--- config.mk ---
export PLATFORM = sky130hd
export DESIGN_NAME = grid_line_clear_flat
export DESIGN_NICKNAME = d
export VERILOG_FILES = /design/src/rtl/grid_line_clear_if.sv /design/src/rtl/grid_line_clear.sv /design/src/flat_wrapper.sv
export SDC_FILE = /design/constraint.sdc
export NUM_CORES = 1
export LEC_CHECK = 0
export ABC_AREA = 1
export CAP_MARGIN = 0
export CORE_MARGIN = 2
export CORE_UTILIZATION = 35
export CTS_CLUSTER_DIAMETER = 60
export DETAILED_ROUTE_END_ITERATION = 6
export SLEW_MARGIN = 15
export SYNTH_ARGS = -nofsm -noshare
export SYNTH_HDL_FRONTEND = slang
export SYNTH_SLANG_ARGS = --single-unit
export TNS_END_PERCENT = 50
--- constraint.sdc ---
create_clock -name clk -period 3.7 [get_ports clk]
set_input_delay 0.74 -clock clk [delete_from_list [all_inputs] [get_ports clk]]
set_output_delay 0.74 -clock clk [all_outputs]
set_load 0.005 [all_outputs]
--- src/rtl/grid_line_clear_if.sv ---
// Port-A grid memory bus plus the start/busy/done handshake of the line-clear engine.
// The master side is the engine, the slave side is the game controller and memory.
interface grid_line_clear_if;
    logic       start;
    logic       busy;
    logic       done;
    logic [4:0] lines_cleared;
    logic [7:0] grid_addr;
    logic [7:0] grid_data_out;
    logic       grid_we;
    logic [7:0] grid_q;

    modport master (
        input  start,
        input  grid_q,
        output busy,
        output done,
        output lines_cleared,
        output grid_addr,
        output grid_data_out,
        output grid_we
    );

    modport slave (
        output start,
        output grid_q,
        input  busy,
        input  done,
        input  lines_cleared,
        input  grid_addr,
        input  grid_data_out,
        input  grid_we
    );
endinterface

--- src/rtl/grid_line_clear.sv ---
// Tetris line-clear engine: scans rows bottom-up over grid memory port A, removes every
// full row by shifting the rows above it down one row and zeroing row 0.
module grid_line_clear #(
    parameter int COLS = 10,
    parameter int ROWS = 20
) (
    input  logic               clk,
    input  logic               reset,
    grid_line_clear_if.master  bus
);

    typedef enum logic [2:0] {
        S_IDLE     = 3'd0,
        S_CHECK    = 3'd1,
        S_SHIFT_RD = 3'd2,
        S_SHIFT_WR = 3'd3,
        S_CLEAR    = 3'd4,
        S_DONE     = 3'd5
    } state_t;

    localparam logic [4:0] LAST_ROW  = 5'(ROWS - 1);
    localparam logic [3:0] LAST_COL  = 4'(COLS - 1);
    localparam logic [3:0] DRAIN_COL = 4'(COLS);

    // Address arithmetic is built for the 10-column playfield: row*10 = row*8 + row*2.
    function automatic logic [7:0] cell_addr(input logic [4:0] row, input logic [3:0] col);
        logic [7:0] row_w;
        row_w = {3'b000, row};
        return (row_w << 3) + (row_w << 1) + {4'b0000, col};
    endfunction

    state_t     state_q, state_d;
    logic [4:0] row_q,   row_d;
    logic [4:0] dst_q,   dst_d;
    logic [3:0] col_q,   col_d;
    logic       full_q,  full_d;
    logic [4:0] lines_q, lines_d;
    logic [7:0] addr_q,  addr_d;
    logic       we_q,    we_d;
    logic       pass_q,  pass_d;
    logic       busy_q,  busy_d;
    logic       done_q,  done_d;

    logic cell_full_s;
    logic row_full_s;

    assign cell_full_s = (bus.grid_q != 8'h00);
    assign row_full_s  = full_q & cell_full_s;

    // Next-state and next-output logic; outputs are precomputed for the following cycle.
    always_comb begin
        state_d = state_q;
        row_d   = row_q;
        dst_d   = dst_q;
        col_d   = col_q;
        full_d  = full_q;
        lines_d = lines_q;
        addr_d  = 8'h00;
        we_d    = 1'b0;
        pass_d  = 1'b0;
        busy_d  = busy_q;
        done_d  = 1'b0;

        case (state_q)
            S_IDLE: begin
                busy_d = 1'b0;
                if (bus.start) begin
                    state_d = S_CHECK;
                    row_d   = LAST_ROW;
                    col_d   = 4'd0;
                    full_d  = 1'b1;
                    lines_d = 5'd0;
                    addr_d  = cell_addr(LAST_ROW, 4'd0);
                    busy_d  = 1'b1;
                end else begin
                    state_d = S_IDLE;
                end
            end

            // col_q counts issue cycles; read data lags one cycle, so col 0 has no data yet.
            S_CHECK: begin
                busy_d = 1'b1;
                if (col_q != DRAIN_COL) begin
                    col_d  = col_q + 4'd1;
                    full_d = (col_q != 4'd0) ? row_full_s : full_q;
                    if (col_q != LAST_COL) begin
                        addr_d = cell_addr(row_q, col_q + 4'd1);
                    end else begin
                        addr_d = 8'h00;
                    end
                end else if (row_full_s) begin
                    lines_d = (lines_q == 5'd31) ? lines_q : lines_q + 5'd1;
                    dst_d   = row_q;
                    col_d   = 4'd0;
                    if (row_q != 5'd0) begin
                        state_d = S_SHIFT_RD;
                        addr_d  = cell_addr(row_q - 5'd1, 4'd0);
                    end else begin
                        state_d = S_CLEAR;
                        addr_d  = 8'h00;
                        we_d    = 1'b1;
                    end
                end else if (row_q != 5'd0) begin
                    row_d  = row_q - 5'd1;
                    col_d  = 4'd0;
                    full_d = 1'b1;
                    addr_d = cell_addr(row_q - 5'd1, 4'd0);
                end else begin
                    state_d = S_DONE;
                    col_d   = 4'd0;
                    busy_d  = 1'b0;
                    done_d  = 1'b1;
                end
            end

            S_SHIFT_RD: begin
                busy_d  = 1'b1;
                state_d = S_SHIFT_WR;
                addr_d  = cell_addr(dst_q, col_q);
                we_d    = 1'b1;
                pass_d  = 1'b1;
            end

            S_SHIFT_WR: begin
                busy_d = 1'b1;
                if (col_q != LAST_COL) begin
                    state_d = S_SHIFT_RD;
                    col_d   = col_q + 4'd1;
                    addr_d  = cell_addr(dst_q - 5'd1, col_q + 4'd1);
                end else if (dst_q != 5'd1) begin
                    state_d = S_SHIFT_RD;
                    dst_d   = dst_q - 5'd1;
                    col_d   = 4'd0;
                    addr_d  = cell_addr(dst_q - 5'd2, 4'd0);
                end else begin
                    state_d = S_CLEAR;
                    dst_d   = 5'd0;
                    col_d   = 4'd0;
                    addr_d  = 8'h00;
                    we_d    = 1'b1;
                end
            end

            // After zeroing row 0 the same row is checked again: new content has dropped into it.
            S_CLEAR: begin
                busy_d = 1'b1;
                if (col_q != LAST_COL) begin
                    col_d  = col_q + 4'd1;
                    addr_d = {4'b0000, col_q + 4'd1};
                    we_d   = 1'b1;
                end else begin
                    state_d = S_CHECK;
                    col_d   = 4'd0;
                    full_d  = 1'b1;
                    addr_d  = cell_addr(row_q, 4'd0);
                end
            end

            S_DONE: begin
                busy_d  = 1'b0;
                state_d = S_IDLE;
            end

            default: begin
                busy_d  = 1'b0;
                state_d = S_IDLE;
            end
        endcase
    end

    // State and output registers; reset aborts a pass and drops the write enable at once.
    always_ff @(posedge clk or posedge reset) begin
        if (reset) begin
            state_q <= S_IDLE;
            row_q   <= 5'd0;
            dst_q   <= 5'd0;
            col_q   <= 4'd0;
            full_q  <= 1'b0;
            lines_q <= 5'd0;
            addr_q  <= 8'h00;
            we_q    <= 1'b0;
            pass_q  <= 1'b0;
            busy_q  <= 1'b0;
            done_q  <= 1'b0;
        end else begin
            state_q <= state_d;
            row_q   <= row_d;
            dst_q   <= dst_d;
            col_q   <= col_d;
            full_q  <= full_d;
            lines_q <= lines_d;
            addr_q  <= addr_d;
            we_q    <= we_d;
            pass_q  <= pass_d;
            busy_q  <= busy_d;
            done_q  <= done_d;
        end
    end

    // Read data only arrives in the write cycle itself, so the copy path goes straight through.
    assign bus.grid_data_out = pass_q ? bus.grid_q : 8'h00;
    assign bus.grid_addr     = addr_q;
    assign bus.grid_we       = we_q;
    assign bus.busy          = busy_q;
    assign bus.done          = done_q;
    assign bus.lines_cleared = lines_q;

endmodule

--- src/flat_wrapper.sv ---
// flat-port wrapper written by rule: the top's interface ports become plain ports
module grid_line_clear_flat 
#(
    parameter int COLS = 10,
    parameter int ROWS = 20
)
  (clk, reset, bus_start, bus_grid_q, bus_busy, bus_done, bus_lines_cleared, bus_grid_addr, bus_grid_data_out, bus_grid_we);
  grid_line_clear_if bus_i ();
  input  logic clk;
  input  logic reset;
  input wire logic [$bits(bus_i.start)-1:0] bus_start;
  input wire logic [$bits(bus_i.grid_q)-1:0] bus_grid_q;
  output wire logic [$bits(bus_i.busy)-1:0] bus_busy;
  output wire logic [$bits(bus_i.done)-1:0] bus_done;
  output wire logic [$bits(bus_i.lines_cleared)-1:0] bus_lines_cleared;
  output wire logic [$bits(bus_i.grid_addr)-1:0] bus_grid_addr;
  output wire logic [$bits(bus_i.grid_data_out)-1:0] bus_grid_data_out;
  output wire logic [$bits(bus_i.grid_we)-1:0] bus_grid_we;
  assign bus_i.start = bus_start;
  assign bus_i.grid_q = bus_grid_q;
  assign bus_busy = bus_i.busy;
  assign bus_done = bus_i.done;
  assign bus_lines_cleared = bus_i.lines_cleared;
  assign bus_grid_addr = bus_i.grid_addr;
  assign bus_grid_data_out = bus_i.grid_data_out;
  assign bus_grid_we = bus_i.grid_we;
  grid_line_clear #(.COLS(COLS), .ROWS(ROWS)) u_core (.clk(clk), .reset(reset), .bus(bus_i));
endmodule
==> impl_metrics.yaml <==
yosys:
  synth_top_area_cell: "dfrtp_1"
  synth-seq-cells: 35
  synth-simple-area-share_pct: 31.4
  synth-compound-area-share_pct: 12.6
  ys_seq_area_share_pct: 25.5
  ys_top_cells_by_area: "dfrtp_1, ha_1, nand2_1"
  synth_adder_area_share_pct: 19.0
  muxShareOfSynthArea_pct: 0
  syn_inst: 489
  syn-num-nets: 548
  synth_cell_types: 38
  synth_top_cell_area_share_pct: 25.5
  synth_top_family_by_area: "simple AND/OR/NAND/NOR gates"
  synthXorXnorAreaFrac_pct: 2.29
  syn_area_per_cell_um2: 7.03
  ys_warn_count: 0
  syn_area_um2: 3440
timing:
  drv_slew: 0
  tightest_slew_ns: 0.485
  fin_hold_ws_ns: 0.522
  fin_setup_tns_ns: 0
  rsz0062_at_grt: "no"
  min_period_ns: 2.96
  setup_slack_ns: 0.736
  finalSetupViolCount: 0
  maxSlewHeadroom_pct: 67.6
  max_freq_mhz: 337
  fin_skew_ns: 0.00423
  finalCritPeriodShare_pct: 80.1
  final_hold_viol_count: 0
job:
  drv_cap: 0
finish:
  final_common_cell: "nand2_1"
  n_antenna_cell: 0
  syn2layout_area_growth_pct: 17.9
  seqCellArea_um2: 876
  multi_input_area_um2: 2240
  num-fill-cells: 1021
  layout_common_cells: "nand2_1, inv_1, nand3_1"
  layoutNonFillerInstCount: 661
  final_layout_size_suffix_gt1_share_pct: 7.58
  nNetsFinal: 586
place:
  dp.final_hpwl_mm: 7.58
  port_buffers: 34
  pre_cts_ws_ns: 0.768
  place_inst: 653
  gp_congestion: 0.957
clock_tree:
  clkTransAtPathRegs_ns: 0.08
  worstSkewPairLatency_ns: 0.30
  h-tree-depth: 2
  cts-resized-gates: 0
  cts_setup_buffers: 0
  numCtsBuffers: 5
  numClockSinks: 35
  cts_tree: "built"
  hold_buffers: 0
  root_buffer: "clkbuf_8"
  clockBufferDepth: 2
routing:
  avgRoutedWirePerCell_um: 14.6
  wl_mm: 9.67
  ant_nets: 0
  vias: 3430
  drcViolationCount: 0
  first_iter_violations: 183
  vias_per_cell: 5.19
  dr.pass1.iters: 7
floorplanning:
  die_area_um2: 10600
  coreArea_um2: 9640
  rows: 36
  die-height_um: 103
  top_level_ports: 35
  initial_utilization_pct: 35.7
  die_x_um: 103
grt:
  grt-ovfl-total: 0
  grt_usage_pct: 19.5
  grt_pass1_wl_mm: 16.3
  grt_antenna_before_repair: 0
  grt_pass1_vias: 3403
  grt_max_degree: 36
hold_path:
  hold_path_class: "reg2reg"
  whs_path_depth: 2
power:
  p_leak_nw: 2.12
  irDropWorstVdd_uv: 357
  p_sw_share_pct: 51.2
  p_int_mw: 1.70
  power_frac_seq_pct: 19.5
  p_clk_share_pct: 10.9
  switching_power_mw: 1.78
  combPwrFrac_pct: 69.6
  power.density_nw_per_um2: 859
setup_path:
  critPathKind: "reg2reg"
  worstSetupEndpointType: "register"
  cp.required_ns: 3.94
  worstPathMaxFanout: 7
  ff2ff_path_depth: 16
  critPathLaunchType: "register"
  arrival_ns: 3.20
run_status:
  run_status: "complete, no violations"
## worst paths after layout
path | start | end | slack (ns)
worst max-delay path | u_core.dst_q[0] | u_core.bus.grid_addr[6] | 0.74
worst min-delay path | u_core.full_q | u_core.full_q | 0.52
worst max register to register | u_core.dst_q[0] | u_core.bus.grid_addr[6] | 0.74
worst min register to register | u_core.full_q | u_core.full_q | 0.52
max in group asynchronous | reset | u_core.col_q[3] | 2.50
min in group asynchronous | reset | u_core.row_q[0] | 0.86
## per-layer routing
metal  track usage, %  up-vias  wire (µm)
met5                0        -          0
met1             25.0     1579       4300
met2             32.6      129       4430
li1                 -     1697          -
met4             7.89        0        325
met3             3.19       25        612
## sequential cells by signal, summed over array words and instances, names as in the netlist
signal and count:
u_core.bus.done 1, u_core.col_q 4, u_core.full_q 1, u_core.bus.grid_we 1, u_core.bus.lines_cleared 5, u_core.state_q 3
u_core.row_q 5, u_core.bus.busy 1, u_core.dst_q 5, u_core.bus.grid_addr 8, u_core.pass_q 1
## final cells by class
type,instances,area share (%)
inverter,80,7.41
clock buffer,6,2.04
tap,133,4.11
clock inverter,2,0.864
timing repair buffer,35,8.58
multi-input combinational,370,55.4
sequential,35,21.6
## power by group through the flow
stage / sequential [mW] / clock [mW] / combinational [mW]
final: 0.679 / 0.378 / 2.42
after global routing: 0.703 / 0.402 / 2.79
after CTS: 0.679 / 0.385 / 2.41
after detailed placement: 0.687 / 0 / 2.38
after global placement: 0.682 / 0 / 2.34
after floorplan: 0.648 / 0 / 1.73
## Yosys cell counts, drive strengths merged
| cell | count |
|---|---|
| nand2 | 119 |
| o22ai | 5 |
| a21oi | 21 |
| nand4 | 11 |
| a31oi | 4 |
| a221oi | 2 |
| nor4 | 2 |
| o21ai | 30 |
| clkbuf | 2 |
| nand3b | 2 |
| a21o | 1 |
| nor2 | 46 |
| fa | 7 |
| nand3 | 47 |
| or2 | 7 |
| ha | 41 |
| nor3 | 5 |
| o31ai | 1 |
| xnor2 | 1 |
| xor2 | 8 |
| a21boi | 1 |
| dfrtp | 35 |
| a22oi | 2 |
| inv | 80 |
| o211ai | 6 |
| buf | 2 |
| o2111ai | 1 |
## worst max-delay path, stage by stage, from the launching register on
cell,delay [ns]
dfrtp_1,0.50
inv_1,0.17
ha_1,0.25
xnor2_1,0.18
inv_1,0.09
ha_1,0.30
xor2_1,0.21
inv_1,0.09
fa_1,0.43
inv_1,0.08
nand3_1,0.07
nand2_1,0.09
or2_2,0.10
nand3_1,0.05
a21oi_1,0.16
nor2_1,0.05
nand2_1,0.07
## cells by family (layout without fill, tap and decap cells)
kind of cell / count (synthesis) / in the layout
xor gates and xnor gates: 9 / 9
DFF: 35 / 35
buffers and inverters: 84 / 123
adders and majority gates: 48 / 48
AOI/OAI and AO/OA: 74 / 74
and+or+nand+nor: 239 / 239
## per-stage QoR
| stage | total power [mW] | instance area (µm²) | utilization [%] |
|---|---|---|---|
| global placement | 3.02 | 3940 | 40.8 |
| detailed placement | 3.07 | 3940 | 40.8 |
| global route | 3.89 | 4050 | 42.0 |
| CTS | 3.47 | 4050 | 42.0 |
| finish | 3.48 | 4050 | 42.0 |
| floorplan | 2.38 | 3440 | - |
Power figures use the tool's default switching activity.
